File: src/rtl/riscv_load_ext_if.sv
// Load-extractor bus: request side (memory beat plus load decode) and the
// extended result side, each with its own valid/ready handshake.
interface riscv_load_ext_if #(
    parameter int XLEN      = 64,
    parameter int TAG_WIDTH = 5
);
    localparam int OFF_W = $clog2(XLEN / 8);

    logic                 in_valid;
    logic                 in_ready;
    logic [XLEN-1:0]      in_rdata;
    logic [OFF_W-1:0]     in_offset;
    logic [2:0]           in_funct3;
    logic [TAG_WIDTH-1:0] in_tag;

    logic                 out_valid;
    logic                 out_ready;
    logic [XLEN-1:0]      out_data;
    logic [TAG_WIDTH-1:0] out_tag;
    logic                 out_err;

    // Requester and result consumer
    modport master (
        output in_valid, in_rdata, in_offset, in_funct3, in_tag, out_ready,
        input  in_ready, out_valid, out_data, out_tag, out_err
    );

    // Load extractor
    modport slave (
        input  in_valid, in_rdata, in_offset, in_funct3, in_tag, out_ready,
        output in_ready, out_valid, out_data, out_tag, out_err
    );
endinterface

File: src/rtl/riscv_load_ext.sv
// RISC-V load-data extractor/extender. Picks the addressed byte/half/word/
// double out of a memory beat, sign- or zero-extends it per funct3, flags
// illegal or misaligned loads, and registers the result behind a one-entry
// skid buffer so in_ready never depends combinationally on out_ready.
module riscv_load_ext #(
    parameter int XLEN             = 64,
    parameter int TAG_WIDTH        = 5,
    parameter int ALLOW_MISALIGNED = 0
) (
    input  logic            clk,
    input  logic            rst_n,
    riscv_load_ext_if.slave bus
);
    localparam int OFF_W = $clog2(XLEN / 8);

    // Returns {err, data}; data is forced to zero whenever err is set.
    function automatic logic [XLEN:0] f_extract(
        input logic [XLEN-1:0]  rdata,
        input logic [OFF_W-1:0] off,
        input logic [2:0]       f3
    );
        logic [XLEN-1:0]  shifted;
        logic [XLEN-1:0]  upper;
        logic [7:0]       nbits;
        logic [OFF_W-1:0] amask;
        logic             sbit;
        logic             illegal;
        logic             misal;
        shifted = rdata >> {off, 3'b000};
        nbits   = 8'd8 << f3[1:0];
        // A shift by the full width leaves no upper bits for word/double.
        upper   = {XLEN{1'b1}} << nbits;
        case (f3[1:0])
            2'd0:    sbit = shifted[7];
            2'd1:    sbit = shifted[15];
            2'd2:    sbit = shifted[31];
            default: sbit = shifted[XLEN-1];
        endcase
        amask   = OFF_W'((4'd1 << f3[1:0]) - 4'd1);
        illegal = (f3 == 3'b111) ||
                  ((XLEN == 32) && ((f3 == 3'b011) || (f3 == 3'b110)));
        misal   = (ALLOW_MISALIGNED == 0) && (|(off & amask));
        if (illegal || misal) begin
            return {1'b1, {XLEN{1'b0}}};
        end
        return {1'b0, (shifted & ~upper) | ((sbit && !f3[2]) ? upper : {XLEN{1'b0}})};
    endfunction

    logic                 r_out_valid;
    logic [XLEN-1:0]      r_out_data;
    logic [TAG_WIDTH-1:0] r_out_tag;
    logic                 r_out_err;

    logic                 r_skid_valid;
    logic [XLEN-1:0]      r_skid_data;
    logic [TAG_WIDTH-1:0] r_skid_tag;
    logic                 r_skid_err;

    logic [XLEN:0]        w_result;
    logic                 w_in_fire;
    logic                 w_out_load;

    assign w_result   = f_extract(bus.in_rdata, bus.in_offset, bus.in_funct3);
    assign w_in_fire  = bus.in_valid && !r_skid_valid;
    assign w_out_load = !r_out_valid || bus.out_ready;

    // Output register: refill from skid first, else from the live input.
    always_ff @(posedge clk or negedge rst_n) begin
        if (!rst_n) begin
            r_out_valid <= 1'b0;
            r_out_data  <= '0;
            r_out_tag   <= '0;
            r_out_err   <= 1'b0;
        end else if (w_out_load) begin
            if (r_skid_valid) begin
                r_out_valid <= 1'b1;
                r_out_data  <= r_skid_data;
                r_out_tag   <= r_skid_tag;
                r_out_err   <= r_skid_err;
            end else if (w_in_fire) begin
                r_out_valid <= 1'b1;
                r_out_data  <= w_result[XLEN-1:0];
                r_out_tag   <= bus.in_tag;
                r_out_err   <= w_result[XLEN];
            end else begin
                r_out_valid <= 1'b0;
            end
        end
    end

    // Skid occupancy: set when a request arrives into a stalled full output,
    // cleared when the output register takes the entry over.
    always_ff @(posedge clk or negedge rst_n) begin
        if (!rst_n) begin
            r_skid_valid <= 1'b0;
        end else if (w_out_load) begin
            r_skid_valid <= 1'b0;
        end else if (w_in_fire) begin
            r_skid_valid <= 1'b1;
        end
    end

    // Skid payload: only meaningful while r_skid_valid, so it needs no reset.
    always_ff @(posedge clk) begin
        if (!w_out_load && w_in_fire) begin
            r_skid_data <= w_result[XLEN-1:0];
            r_skid_tag  <= bus.in_tag;
            r_skid_err  <= w_result[XLEN];
        end
    end

    assign bus.in_ready  = !r_skid_valid;
    assign bus.out_valid = r_out_valid;
    assign bus.out_data  = r_out_data;
    assign bus.out_tag   = r_out_tag;
    assign bus.out_err   = r_out_err;
endmodule
File: src/flat_wrapper.sv
// flat-port wrapper written by rule: the top's interface ports become plain ports
module riscv_load_ext_flat 
#(
    parameter int XLEN             = 64,
    parameter int TAG_WIDTH        = 5,
    parameter int ALLOW_MISALIGNED = 0
)
  (clk, rst_n, bus_in_valid, bus_in_rdata, bus_in_offset, bus_in_funct3, bus_in_tag, bus_out_ready, bus_in_ready, bus_out_valid, bus_out_data, bus_out_tag, bus_out_err);
  riscv_load_ext_if #(.XLEN(XLEN), .TAG_WIDTH(TAG_WIDTH)) bus_i ();
  input  logic clk;
  input  logic rst_n;
  input wire logic [$bits(bus_i.in_valid)-1:0] bus_in_valid;
  input wire logic [$bits(bus_i.in_rdata)-1:0] bus_in_rdata;
  input wire logic [$bits(bus_i.in_offset)-1:0] bus_in_offset;
  input wire logic [$bits(bus_i.in_funct3)-1:0] bus_in_funct3;
  input wire logic [$bits(bus_i.in_tag)-1:0] bus_in_tag;
  input wire logic [$bits(bus_i.out_ready)-1:0] bus_out_ready;
  output wire logic [$bits(bus_i.in_ready)-1:0] bus_in_ready;
  output wire logic [$bits(bus_i.out_valid)-1:0] bus_out_valid;
  output wire logic [$bits(bus_i.out_data)-1:0] bus_out_data;
  output wire logic [$bits(bus_i.out_tag)-1:0] bus_out_tag;
  output wire logic [$bits(bus_i.out_err)-1:0] bus_out_err;
  assign bus_i.in_valid = bus_in_valid;
  assign bus_i.in_rdata = bus_in_rdata;
  assign bus_i.in_offset = bus_in_offset;
  assign bus_i.in_funct3 = bus_in_funct3;
  assign bus_i.in_tag = bus_in_tag;
  assign bus_i.out_ready = bus_out_ready;
  assign bus_in_ready = bus_i.in_ready;
  assign bus_out_valid = bus_i.out_valid;
  assign bus_out_data = bus_i.out_data;
  assign bus_out_tag = bus_i.out_tag;
  assign bus_out_err = bus_i.out_err;
  riscv_load_ext #(.XLEN(XLEN), .TAG_WIDTH(TAG_WIDTH), .ALLOW_MISALIGNED(ALLOW_MISALIGNED)) u_core (.clk(clk), .rst_n(rst_n), .bus(bus_i));
endmodule
File: config.mk
export PLATFORM = sky130hd
export DESIGN_NAME = riscv_load_ext_flat
export DESIGN_NICKNAME = d
export VERILOG_FILES = /design/src/rtl/riscv_load_ext_if.sv /design/src/rtl/riscv_load_ext.sv /design/src/flat_wrapper.sv
export SDC_FILE = /design/constraint.sdc
export NUM_CORES = 1
export LEC_CHECK = 0
export BUFFER_PORTS_ARGS = -buffer_cell sky130_fd_sc_hd__buf_2
export CORE_ASPECT_RATIO = 1.2
export CORE_MARGIN = 2
export CORE_UTILIZATION = 40
export CTS_CLUSTER_DIAMETER = 30
export DETAILED_ROUTE_END_ITERATION = 12
export GPL_ROUTABILITY_DRIVEN = 0
export GPL_TIMING_DRIVEN = 0
export SLEW_MARGIN = 10
export SYNTH_ARGS = -nofsm -noshare
export SYNTH_HDL_FRONTEND = slang
export SYNTH_SLANG_ARGS = --single-unit
export TNS_END_PERCENT = 1
File: constraint.sdc
create_clock -name clk -period 16.8 [get_ports clk]
set_input_delay 0.84 -clock clk [delete_from_list [all_inputs] [get_ports clk]]
set_output_delay 0.84 -clock clk [all_outputs]
set_load 0.1 [all_outputs]
# ---- Word level (Yosys, flattened, before mapping)
# Cells that the tools add are included.
dict set report classes {
  n_addsub 1
  eq_ne 3
  shifts 4
  muxes 15
  bitwise_logic 4
  reduce_logical 14
}
# cell count
set ops {}
lappend ops {{$mux 64} 3}
lappend ops {{$mux 65} 2}
lappend ops {{$and 64x64->64} 1}
lappend ops {{$not 64->64} 1}
lappend ops {{$or 64x64->64} 1}
lappend ops {{$shl 64x8->64 const A} 1}
lappend ops {{$shr 64x6->64} 1}
lappend ops {{$mux 5} 2}
lappend ops {{$shl 4x2->8 const A} 1}
lappend ops {{$mux 1} 7}
lappend ops {{$logic_not 1->1} 4}
lappend ops {{$reduce_bool 2->1} 2}
lappend ops {{$and 3x3->3} 1}
lappend ops {{$eq 3x3->1 const B} 1}
lappend ops {{$logic_and 1x1->1} 3}
lappend ops {{$pmux 1 s3} 1}
lappend ops {{$reduce_or 3->1} 1}
lappend ops {{$shl 1x2->3 const A} 1}
lappend ops {{$sub 3x1->3 const B} 1}
lappend ops {{$eq 2x1->1 const B} 1}
lappend ops {{$eq 2x2->1 const B} 1}
lappend ops {{$logic_not 2->1} 1}
lappend ops {{$logic_or 1x1->1} 2}
lappend ops {{$reduce_and 2->1} 1}
dict set report totals {
  reg_bits 142
  input_bits 79
  out_inout_bits 72
  wordCells 49
}

# ---- Depth between registers and ports, before layout
# Gate-level depths: netlist of the first run.
dict set report depth {
  depth_word 9
  mapped_depth 8
  mapped_depth_nobuf 6
}

# ---- Worst setup path before layout of the first run
# No wires, ideal clock.
dict set report synth_timing {
  path_kind {register to register}
  from {register u_core.r_out_valid (netlist: u_core.bus.out_valid)}
  to {register u_core.r_skid_data[0] (enable)}
  setup_time_ps 599
  t_arrival_ps 6491
  t_required_ps 16201
  path_slack_ps 9710
  stages_incl_launch_ff 4
  n_path_buf 1
  synth_period_minus_slack_ps 7090
  cell_sequence {dfrtp_1 > nand2b_1 > clkbuf_1 > nor3b_1}
}
dict set report synth_via {
  elab_chain_cells 4
}
# item line
set synth_rtl {}
lappend synth_rtl {{start, declared} riscv_load_ext.sv:49} ;# logic r_out_valid;
lappend synth_rtl {{start signal, assigned} riscv_load_ext.sv:70} ;# r_out_valid <= 1'b0;
lappend synth_rtl {{start signal, assigned} riscv_load_ext.sv:76} ;# r_out_valid <= 1'b1;
lappend synth_rtl {{start signal, assigned} riscv_load_ext.sv:81} ;# r_out_valid <= 1'b1;
lappend synth_rtl {{$logic_not 1->1} riscv_load_ext.sv:65} ;# assign w_out_load = !r_out_valid || bus.out_ready;
lappend synth_rtl {{$logic_or 1x1->1} riscv_load_ext.sv:65}
lappend synth_rtl {{$logic_not 1->1} riscv_load_ext.sv:105} ;# if (!w_out_load && w_in_fire) begin
lappend synth_rtl {{$logic_and 1x1->1} riscv_load_ext.sv:105}
lappend synth_rtl {{end signal, assigned} riscv_load_ext.sv:106} ;# r_skid_data <= w_result[XLEN-1:0];
lappend synth_rtl {{end, declared} riscv_load_ext.sv:55} ;# logic [XLEN-1:0] r_skid_data;
# Every way passes these cells.
# A chain may end at the register's enable or synchronous reset.

# ---- Worst setup path after layout of the first run
dict set report layout_timing {
  from {input bus_in_offset[2]}
  to {register u_core.r_skid_data[20], data pin}
}
dict set report layout_via {
  elab_chain_cells 6
  word_cells_on_any_way 11
  classes_between {shift (1); mux (4); bitwise (3); reduce/logical (3)}
}
# item line
set layout_rtl {}
lappend layout_rtl {{start, declared} flat_wrapper.sv:14} ;# input wire logic [$bits(bus_i.in_offset)-1:0] bus_in_offset;
lappend layout_rtl {{$shr 64x6->64} riscv_load_ext.sv:29} ;# shifted = rdata >> {off, 3'b000};
lappend layout_rtl {{$pmux 1 s3} riscv_load_ext.sv:33} ;# case (f3[1:0])
lappend layout_rtl {{$logic_and 1x1->1} riscv_load_ext.sv:46} ;# return {1'b0, (shifted & ~upper) | ((sbit && !f3[2]) ? upper : {XLEN{1'b0}})};
lappend layout_rtl {{$mux 64} riscv_load_ext.sv:46}
lappend layout_rtl {{$or 64x64->64} riscv_load_ext.sv:46}
lappend layout_rtl {{$mux 65 *} riscv_load_ext.sv:46}
lappend layout_rtl {{named net u_core.w_result[20]} riscv_load_ext.sv:59} ;# logic [XLEN:0] w_result;
# The timed path passes the listed nets; every way through them passes the cells marked *.

==> results of run 1 <==
through the flow:
step	power, mW	util	worst slack, ns
after global routing	1.286	0.4998	13.75
after global placement	0.8851	0.4646	6.807
after detailed placement	0.8887	0.4702	13.39
final	1.241	0.4998	13.85
after floorplan	0.7859	-	9.710
after CTS	1.245	0.4995	13.87
layout by cell type (no fill, tap or decap), drive strengths merged, types with 3 or more instances in the layout:
master,count
edfxtp,70
o21a,3
a221oi,8
a22oi,9
and3,9
o22ai,30
a31oi,8
nand2,59
a2bb2oi,8
mux2,17
clkinvlp,4
nor2b,4
inv,19
a21oi,110
mux4,23
o31ai,3
buf,176
clkinv,5
mux2i,38
a311o,8
a211o,8
dfrtp,72
nand3,3
nor2,119
nand2b,4
o21ai,42
clkbuf,61
cell families (layout without fill, tap and decap cells):
| group | Yosys count | in the layout |
|---|---|---|
| AOI/OAI and AO/OA | 245 | 245 |
| buffers and inverters | 77 | 265 |
| DFF | 142 | 142 |
| muxes | 78 | 78 |
| other | 0 | 2 |
| and+or+nand+nor | 206 | 206 |
worst reg2reg max path, stage by stage (launching register included):
cell	delay [ns]
dfrtp_1	0.38
clkbuf_1	0.24
clkbuf_1	0.38
nor3b_2	0.67
buf_4	0.32
buf_4	0.24
buf_6	0.19
registers in the layout, indices dropped and copies added (netlist names):
signal and cells:
u_core.r_skid_data 64, u_core.bus.out_valid 1, u_core.bus.out_data 64, u_core.r_skid_err 1
u_core.r_skid_tag 5, u_core.r_skid_valid 1, u_core.bus.out_tag 5, u_core.bus.out_err 1
path summary, 6_finish.rpt:
kind                                                end  slack (ns)
min in group clk                  u_core.bus.out_tag[3]        0.47
worst max register to register   u_core.r_skid_data[57]       14.08
worst max-delay path             u_core.r_skid_data[20]       13.85
worst min-delay path            u_core.bus.out_data[47]        0.35
worst min register to register    u_core.bus.out_tag[3]        0.47
max in group asynchronous       u_core.bus.out_data[17]       15.86
cells in the mapped netlist, drive strengths merged (9+ instances only):
cell type / n / area share
o21ai: 42 / 0.027
nor2: 119 / 0.058
a21oi: 110 / 0.072
o22ai: 30 / 0.024
nand2: 59 / 0.029
mux2i: 38 / 0.049
a22oi: 9 / 0.0088
edfxtp: 70 / 0.27
and3: 9 / 0.0073
buf: 20 / 0.018
mux2: 17 / 0.025
inv: 11 / 0.0054
clkbuf: 44 / 0.021
mux4: 23 / 0.067
dfrtp: 72 / 0.23
metal layers:
layer / vias up / wire length, µm / share of wire
met2: 394 / 12230 / 0.47
met3: 53 / 2272 / 0.088
met4: 0 / 869 / 0.033
met1: 3307 / 10570 / 0.41
li1: 3123 / - / -
met5: - / 0 / 0
cell type report:
type	count	area [µm²]	area share
antenna	2	5.005	0.0005311
buffer	64	305.3	0.03240
clock buffer	17	425.4	0.04514
clock inverter	15	127.6	0.01354
inverter	13	48.80	0.005178
multi-input combinational	529	3446	0.3656
sequential	142	3904	0.4142
tap	256	320.3	0.03399
timing repair buffer	156	842.1	0.08935
power groups by stage:
stage	sequential [mW]	combinational, mW	clock (mW)
6_report	0.428	0.455	0.357
3_5_place_dp	0.436	0.453	0
4_1_cts	0.429	0.454	0.362
2_1_floorplan	0.671	0.115	0
3_3_place_gp	0.437	0.448	0
5_1_grt	0.433	0.477	0.376
==> impl_metrics.json, run 1 <==
{
  "core-area_mm2": 0.01886,
  "grt_usage": 0.2607,
  "placed_area_mm2": 0.008866,
  "ctsHoldBuffers": 0,
  "gr-total-overflow": 0,
  "post_drt_wl_per_cell_um": 21.73,
  "cp_max_fo": 10,
  "synth-compound-area-share": 0.1960,
  "switchingPower_mw": 0.5504,
  "synthSimpleGateAreaFrac": 0.1094,
  "cts_setup_buffers": 0,
  "crit_buf_inv": 3,
  "first_pass_iters": 6,
  "fmax_ghz": 0.3384,
  "cts-root-buf": "clkbuf_16",
  "r2r_cells": 6,
  "area_growth_pct": 22.41,
  "die_w_um": 130.6,
  "vias_per_cell": 5.760,
  "path_common_cell": "clkbuf_1",
  "worst_ep_required_time_ns": 16.96,
  "placedCellCount": 1160,
  "drive_gt1_frac": 0.2671,
  "htreeDepth": 4,
  "vias": 6877,
  "critPathTopFamily": "buffers and inverters",
  "grt_pass1_wl_um": 39130,
  "synth_top_family_by_area": "compound AO/OA/AOI/OAI gates",
  "seq_power_share": 0.345,
  "clkTransAtPathRegs_ns": 0.06,
  "worstSetupPathType": "in -> reg",
  "synth_cells": 748,
  "cts_tree": "done",
  "fin_skew_ns": 0.008674,
  "numCtsBuffers": 17,
  "critPathArrivalTime_ns": 3.12,
  "slew_headroom": 0.4787,
  "clk-insertion-delay-late_ns": 0.44,
  "leakagePower_nw": 3.967,
  "yosys.area_share.adder": 0,
  "fin_area_mm2": 0.009424,
  "avgSynthCellArea_um2": 10.29,
  "dp_hpwl_um": 19800,
  "syn-num-nets": 827,
  "final_max_slew_viol_count": 0,
  "synth_edf_count": 70,
  "p_clk_frac": 0.288,
  "start_util": 0.4083,
  "fp.dieH_um": 156.0,
  "yosysWarnings": 0,
  "synth_seq_cells": 142,
  "synth_xor_area_frac": 0,
  "worstSetupPathDepth": 6,
  "status": "finished, final reports clean",
  "path_cells": "buf_2 > clkbuf_1 > clkbuf_1 > mux4_2 > a221oi_1 > nor2_1",
  "nets": 1002,
  "die_area_mm2": 0.02038,
  "setup_viol_count_final": 0,
  "port_buffers": 148,
  "drt_iter0_markers": 859,
  "min_period_over_period": 0.1759,
  "ys_types": 46,
  "hold_viol": 0,
  "fillCellCount": 1845,
  "slowest_delay_ns": 0.65,
  "hold_path.class": "in -> async",
  "grt_setup_unrepaired": "false",
  "stdcell_count": 1194,
  "io_pins": 151,
  "p_sw_frac": 0.4436,
  "synth_area_mm2": 0.007699,
  "ant_nets": 0,
  "cp-startpoint": "bus_in_offset[2]",
  "worst_setup_path_end_kind": "flip-flop",
  "cp_slowest_cell": "a221oi_1",
  "use_met3": 0.05590,
  "seq_area_frac_synth": 0.5071,
  "grt_pass1_vias": 6566,
  "tns_ns": 0,
  "ir_worst_vdd_v": 0.00006992,
  "synth_ff_type": "dfrtp_1",
  "reg2reg_from": "u_core.r_skid_valid",
  "internal-power_mw": 0.6904,
  "hold_slack_ns": 0.3481,
  "max_cap_violations": 0,
  "cts_resized": 0,
  "use_met1": 0.3605,
  "period_needed_ns": 2.955,
  "cts_sinks": 142,
  "grt_max_degree": 45,
  "comb_power_share": 0.367,
  "start_kind": "input pin",
  "async_flop_share": 0.5070,
  "power_density_mw_per_mm2": 131.7,
  "drcViolationCount": 0,
  "met2_usage": 0.4005,
  "clockBufferDepth": 2,
  "rows": 55,
  "wl_um": 25950,
  "grt-busiest-layer": "met2",
  "antenna_found_initial": 2,
  "synthMuxAreaShare": 0.1416,
  "tightest_slew_ns": 0.7807
}
(Power assumes the default switching activity.)
==> run 2, diff against run 1 <==
==> constraint.sdc (replaced) <==
create_clock -name clk -period 2.56 [get_ports clk]
set_input_delay 0.128 -clock clk [delete_from_list [all_inputs] [get_ports clk]]
set_output_delay 0.128 -clock clk [all_outputs]
set_load 0.1 [all_outputs]
==> run 2 against run 1 <==
Against the previous run: critical path depth did not move; sequential share of layout area decreased by 0.74 points; cell area rose by 1.9%; count of clock-buffer cells in the layout grew 1; combinational power rose to 6.6 times the previous value; die area stayed put; largest cell class unchanged; highest routed layer unchanged.
==> impl_metrics.json, run 2 (synthesis gave the netlist of run 1 again) <==
{
  "clkTransAtPathRegs_ns": 0.06,
  "max_cap_violations": 0,
  "slew_headroom": 0.4830,
  "drive_gt1_frac": 0.2681,
  "cp_slowest_cell": "nor3b_4",
  "hold_path.class": "in -> reg",
  "vias_per_cell": 5.666,
  "rrSetupSlack_ns": 0.19,
  "setup_viol_count_final": 0,
  "cp-startpoint": "u_core.r_skid_valid",
  "antenna_found_initial": 0,
  "final_cell_mix": "buf_2, nor2_1, a21oi_1",
  "setup_ws_ns": 0.1850,
  "fillCellCount": 1834,
  "hold_start": "bus_out_ready",
  "critPathTopFamily": "buffers and inverters",
  "switchingPower_mw": 3.584,
  "min_period_over_period": 0.9277,
  "holdPathStages": 4,
  "n_antenna_cell": 0,
  "hold_slack_ns": 0.1512,
  "grt_usage": 0.2584,
  "io_pins": 151,
  "worstSetupPathDepth": 6,
  "htreeDepth": 4,
  "gr-total-overflow": 0,
  "fp.dieH_um": 156.0,
  "comb_power_share": 0.351,
  "ant_nets": 0,
  "clockBufferDepth": 2,
  "final_max_slew_viol_count": 0,
  "reg2reg_from": "u_core.r_skid_valid",
  "cts_sinks": 142,
  "seq_power_share": 0.329,
  "mostFrequentLayoutCell": "buf_2",
  "hold_viol": 0,
  "rows": 55,
  "area_growth_pct": 24.77,
  "grt_pass1_vias": 6521,
  "wl_um": 25750,
  "cp_max_fo": 17,
  "dp_hpwl_um": 19630,
  "ir_worst_vdd_v": 0.0004505,
  "fin_skew_ns": 0.006804,
  "grt_max_degree": 38,
  "r2r_cells": 6,
  "clk-insertion-delay-late_ns": 0.43,
  "grt_pass1_wl_um": 38880,
  "fmax_ghz": 0.4211,
  "slowest_delay_ns": 0.48,
  "numCtsBuffers": 17,
  "p_sw_frac": 0.4198,
  "first_pass_iters": 5,
  "period_needed_ns": 2.375,
  "start_kind": "flip-flop",
  "leakagePower_nw": 4.055,
  "worstSetupPathType": "reg -> reg",
  "placed_area_mm2": 0.008887,
  "cts_tree": "done",
  "drt_iter0_markers": 709,
  "core-area_mm2": 0.01886,
  "path_common_cell": "buf_8",
  "power_density_mw_per_mm2": 888.8,
  "final_core_util": 0.5094,
  "die_w_um": 130.6,
  "p_clk_frac": 0.320,
  "grt_setup_unrepaired": "false",
  "worst_ep_required_time_ns": 2.70,
  "start_util": 0.4083,
  "drcViolationCount": 0,
  "crit_buf_inv": 5,
  "status": "finished, final reports clean",
  "internal-power_mw": 4.953,
  "die_area_mm2": 0.02038,
  "tightest_slew_ns": 0.7742,
  "path_cells": "clkbuf_1 > buf_2 > nor3b_4 > buf_8 > buf_16 > buf_8",
  "worst_setup_path_end_kind": "flip-flop",
  "port_buffers": 148,
  "post_drt_wl_per_cell_um": 21.53,
  "cts-root-buf": "clkbuf_16",
  "fin_area_mm2": 0.009605,
  "nets": 1006,
  "dp_slack_ns": -0.1068,
  "critPathArrivalTime_ns": 2.51,
  "vias": 6777
}
==> run 2: changes by cell type in the layout (fill, tap and decap cells not counted), moves of 3 or more <==
cell           delta
inv_6             -4
clkbuf_1          -3
buf_4             -3
bufinv_16         +4
dlygate4sd3_1     +7
buf_6             -3
==> run 2: timing repair <==
action                     CTS  global route
setup endpoints to repair    0            51
hold buffers                 7             0
hold endpoints to repair    45             0
setup buffers                0             0
gates resized for setup      0             5
==> run 2: path summary, 6_finish.rpt <==
kind	to
max	u_core.r_skid_data[54]
min	u_core.r_skid_valid
max reg2reg	u_core.r_skid_data[54]
min reg2reg	u_core.bus.out_data[40]
max in group asynchronous	u_core.bus.out_data[41]
min in group asynchronous	u_core.bus.out_data[19]
==> run 2: final cells by class <==
type                       instances  area, µm²  area share
sequential                       142       3908      0.4068
multi-input combinational        529       3460      0.3602
timing repair buffer             160      905.9     0.09431
clock buffer                      18      439.2     0.04572
tap                              256      320.3     0.03335
buffer                            64      317.8     0.03309
clock inverter                    14      206.4     0.02149
inverter                          13      48.80    0.005080
==> run 2: power by group through the flow <==
stage,registers (mW),logic [mW],clock network [mW]
final,2.81,3.00,2.73
after global routing,2.85,3.13,2.84
after CTS,2.82,2.99,2.75
after detailed placement,2.86,2.97,0
after global placement,2.86,2.94,0
after floorplan,4.40,0.757,0
==> run 2: per-stage QoR <==
stage	setup TNS [ns]	power (mW)	cells
3_3_place_gp	-113.85	5.803	1152
3_5_place_dp	-0.2138	5.834	1157
6_report	0	8.537	1196
4_1_cts	0	8.558	1196
2_1_floorplan	-37.32	5.159	748
5_1_grt	0	8.822	1196
==> run 2: routing by layer <==
layer | up-vias | global-route usage | part of all wire
li1 | 3134 | - | -
met4 | 0 | 0.1241 | 0.043
met3 | 58 | 0.03875 | 0.056
met1 | 3306 | 0.3458 | 0.42
met2 | 279 | 0.4107 | 0.48
met5 | - | 0 | 0
==> run 2: worst reg2reg max path, cell delays in order, from the launching register on <==
cell and delay, ns:
dfrtp_1 0.38, clkbuf_1 0.26, buf_2 0.32, nor3b_4 0.48, buf_8 0.25, buf_16 0.18, buf_8 0.20
==> run 3, diff against run 2 <==
--- a/config.mk
+++ b/config.mk
@@ -9,9 +9,10 @@
 export CORE_ASPECT_RATIO = 1.2
 export CORE_MARGIN = 2
 export CORE_UTILIZATION = 40
+export CTS_BUF_LIST = sky130_fd_sc_hd__clkbuf_2
 export CTS_CLUSTER_DIAMETER = 30
 export DETAILED_ROUTE_END_ITERATION = 12
-export GPL_ROUTABILITY_DRIVEN = 0
+export GPL_ROUTABILITY_DRIVEN = 1
 export GPL_TIMING_DRIVEN = 0
 export SLEW_MARGIN = 10
 export SYNTH_ARGS = -nofsm -noshare
==> run 3 against run 2 <==
Against the previous run: utilization rose by 2.1 points; critical path depth rose by 1; clock skew rose by 0.015 ns; sequential share of layout area fell by 1.6 points; cell count rose by 6.9%; count of clock-buffer cells in the layout fell by 1; die area did not move; sequential cell count did not move; wire length rose by 3.9%; combinational power rose by 4%.
==> impl_metrics.json, run 3 (synthesis gave the netlist of run 1 again) <==
{
  "first_pass_iters": 5,
  "finalWeightedCongestion": 0.9402,
  "power_density_mw_per_mm2": 715.9,
  "core-area_mm2": 0.01886,
  "rrSetupSlack_ns": 0.19,
  "grt_pass1_vias": 7134,
  "vias_per_cell": 5.634,
  "wl_um": 26760,
  "htreeDepth": 4,
  "cp_max_fo": 10,
  "hold_path.class": "in -> reg",
  "tightest_slew_ns": 0.8040,
  "cp-startpoint": "bus_in_offset[0]",
  "power.total_mw": 7.156,
  "fp.dieH_um": 156.0,
  "final_max_slew_viol_count": 0,
  "critPathTopFamily": "buffers and inverters",
  "grt_setup_unrepaired": "false",
  "drive_gt1_frac": 0.2471,
  "period_needed_ns": 2.468,
  "r2r_cells": 6,
  "path_cells": "dlygate4sd3_1 > buf_6 > clkbuf_1 > clkbuf_1 > mux2_2 > a221oi_1 > nor2_1",
  "drcViolationCount": 0,
  "start_util": 0.4083,
  "met3_length_um": 1809,
  "worstSetupPathDepth": 7,
  "worst_ep_required_time_ns": 3.10,
  "clkTransAtPathRegs_ns": 0.22,
  "mostFrequentLayoutCell": "buf_2",
  "path_common_cell": "clkbuf_1",
  "cp_slowest_cell": "a221oi_1",
  "final_cell_mix": "buf_2, nor2_1, a21oi_1",
  "crit_end": "u_core.r_skid_data[20]",
  "setup_viol_count_final": 0,
  "setup_ws_ns": 0.09185,
  "area_growth_pct": 29.82,
  "clockBufferDepth": 2,
  "drt_iter0_markers": 829,
  "numCtsBuffers": 17,
  "worst_setup_path_end_kind": "flip-flop",
  "final_core_util": 0.5301,
  "r2r_end": "u_core.r_skid_data[29]",
  "clk-insertion-delay-late_ns": 0.76,
  "ir_worst_vdd_v": 0.0004615,
  "crit_buf_inv": 4,
  "slew_headroom": 0.4631,
  "fillCellCount": 1826,
  "io_pins": 151,
  "wl_met2_um": 13250,
  "status": "finished, final reports clean",
  "hold_viol": 0,
  "port_buffers": 148,
  "antenna_found_initial": 3,
  "rows": 55,
  "min_period_over_period": 0.9641,
  "ant_nets": 0,
  "max_cap_violations": 0,
  "fmax_ghz": 0.4052,
  "reg2reg_from": "u_core.r_skid_valid",
  "cts_tree": "done",
  "die_w_um": 130.6,
  "start_kind": "input pin",
  "worstSetupPathType": "in -> reg",
  "slowest_delay_ns": 0.63,
  "critPathArrivalTime_ns": 3.00,
  "grt_max_degree": 44,
  "fin_skew_ns": 0.02210,
  "post_drt_wl_per_cell_um": 20.92,
  "vias": 7206,
  "nets": 1087,
  "leakagePower_nw": 4.209,
  "dp_hpwl_um": 19780,
  "grt_pass1_wl_um": 40400,
  "dp_slack_ns": -0.1181,
  "grt_usage": 0.2680,
  "cts_setup_buffers": 0,
  "highest-signal-layer": "met4",
  "cts-root-buf": "clkbuf_2",
  "gr-total-overflow": 0,
  "cts_sinks": 142,
  "die_area_mm2": 0.02038,
  "met1Wirelength_um": 10580
}
==> run 3: area by class of cell <==
cell class,count,area (µm²),share of cell area
Clock buffer,17,85.08,0.008513
Multi-Input combinational cell,529,3460,0.3461
Timing Repair Buffer,241,1727,0.1728
Clock inverter,14,121.4,0.01214
Sequential cell,142,3908,0.3910
Antenna cell,3,7.507,0.0007511
Inverter,13,48.80,0.004882
Tap cell,256,320.3,0.03205
Buffer,64,317.8,0.03180
==> run 3: worst reg2reg max path, cell delays in order (launching register included) <==
cell and delay, ns:
dfrtp_1 0.42, clkbuf_1 0.25, clkbuf_2 0.34, nor3b_4 0.50, buf_8 0.22, buf_8 0.17, buf_8 0.19
==> run 3: how the worst min path moves through the flow <==
stage          cells past startpoint        startpoint                 endpoint  slack [ns]
5_1_grt                            2     bus_in_tag[0]     u_core.r_skid_tag[0]       0.001
4_1_cts                            4  bus_in_rdata[14]    u_core.r_skid_data[6]       0.002
2_1_floorplan                      0             rst_n   u_core.bus.out_data[0]       -0.17
3_3_place_gp                       1     bus_in_tag[1]     u_core.r_skid_tag[1]        0.32
3_5_place_dp                       1             rst_n  u_core.bus.out_data[18]        0.11
6_report                           4  bus_in_rdata[14]    u_core.r_skid_data[6]        0.05
==> run 3: where the power goes <==
part	internal, mW	switching [mW]
Sequential	2.68	0.128
Clock	0.343	0.884
Combinational	0.687	2.43
==> run 3: through the flow <==
stage | setup TNS [ns] | area (µm²) | cells | hold WS (ns)
detailed placement | -0.2366 | 8897 | 1158 | 0.1068
CTS | 0 | 9985 | 1276 | 0.001542
floorplan | -37.32 | 7731 | 748 | -0.1676
finish | 0 | 9995 | 1279 | 0.05165
global placement | -115.24 | 8792 | 1152 | 0.3249
global route | 0 | 9995 | 1279 | 0.001420
==> run 3: routing by layer <==
layer  track usage  vias up
met5             0        -
li1              -     3291
met4        0.1206        0
met3       0.05316       62
met1        0.3391     3519
met2        0.4422      334
==> run 3: what timing repair did <==
item / 4_1_cts / 5_1_grt
endpoints found under the setup margin: 0 / 38
resized for setup: 0 / 4
hold endpoints to repair: 197 / 0
hold buffers: 87 / 0
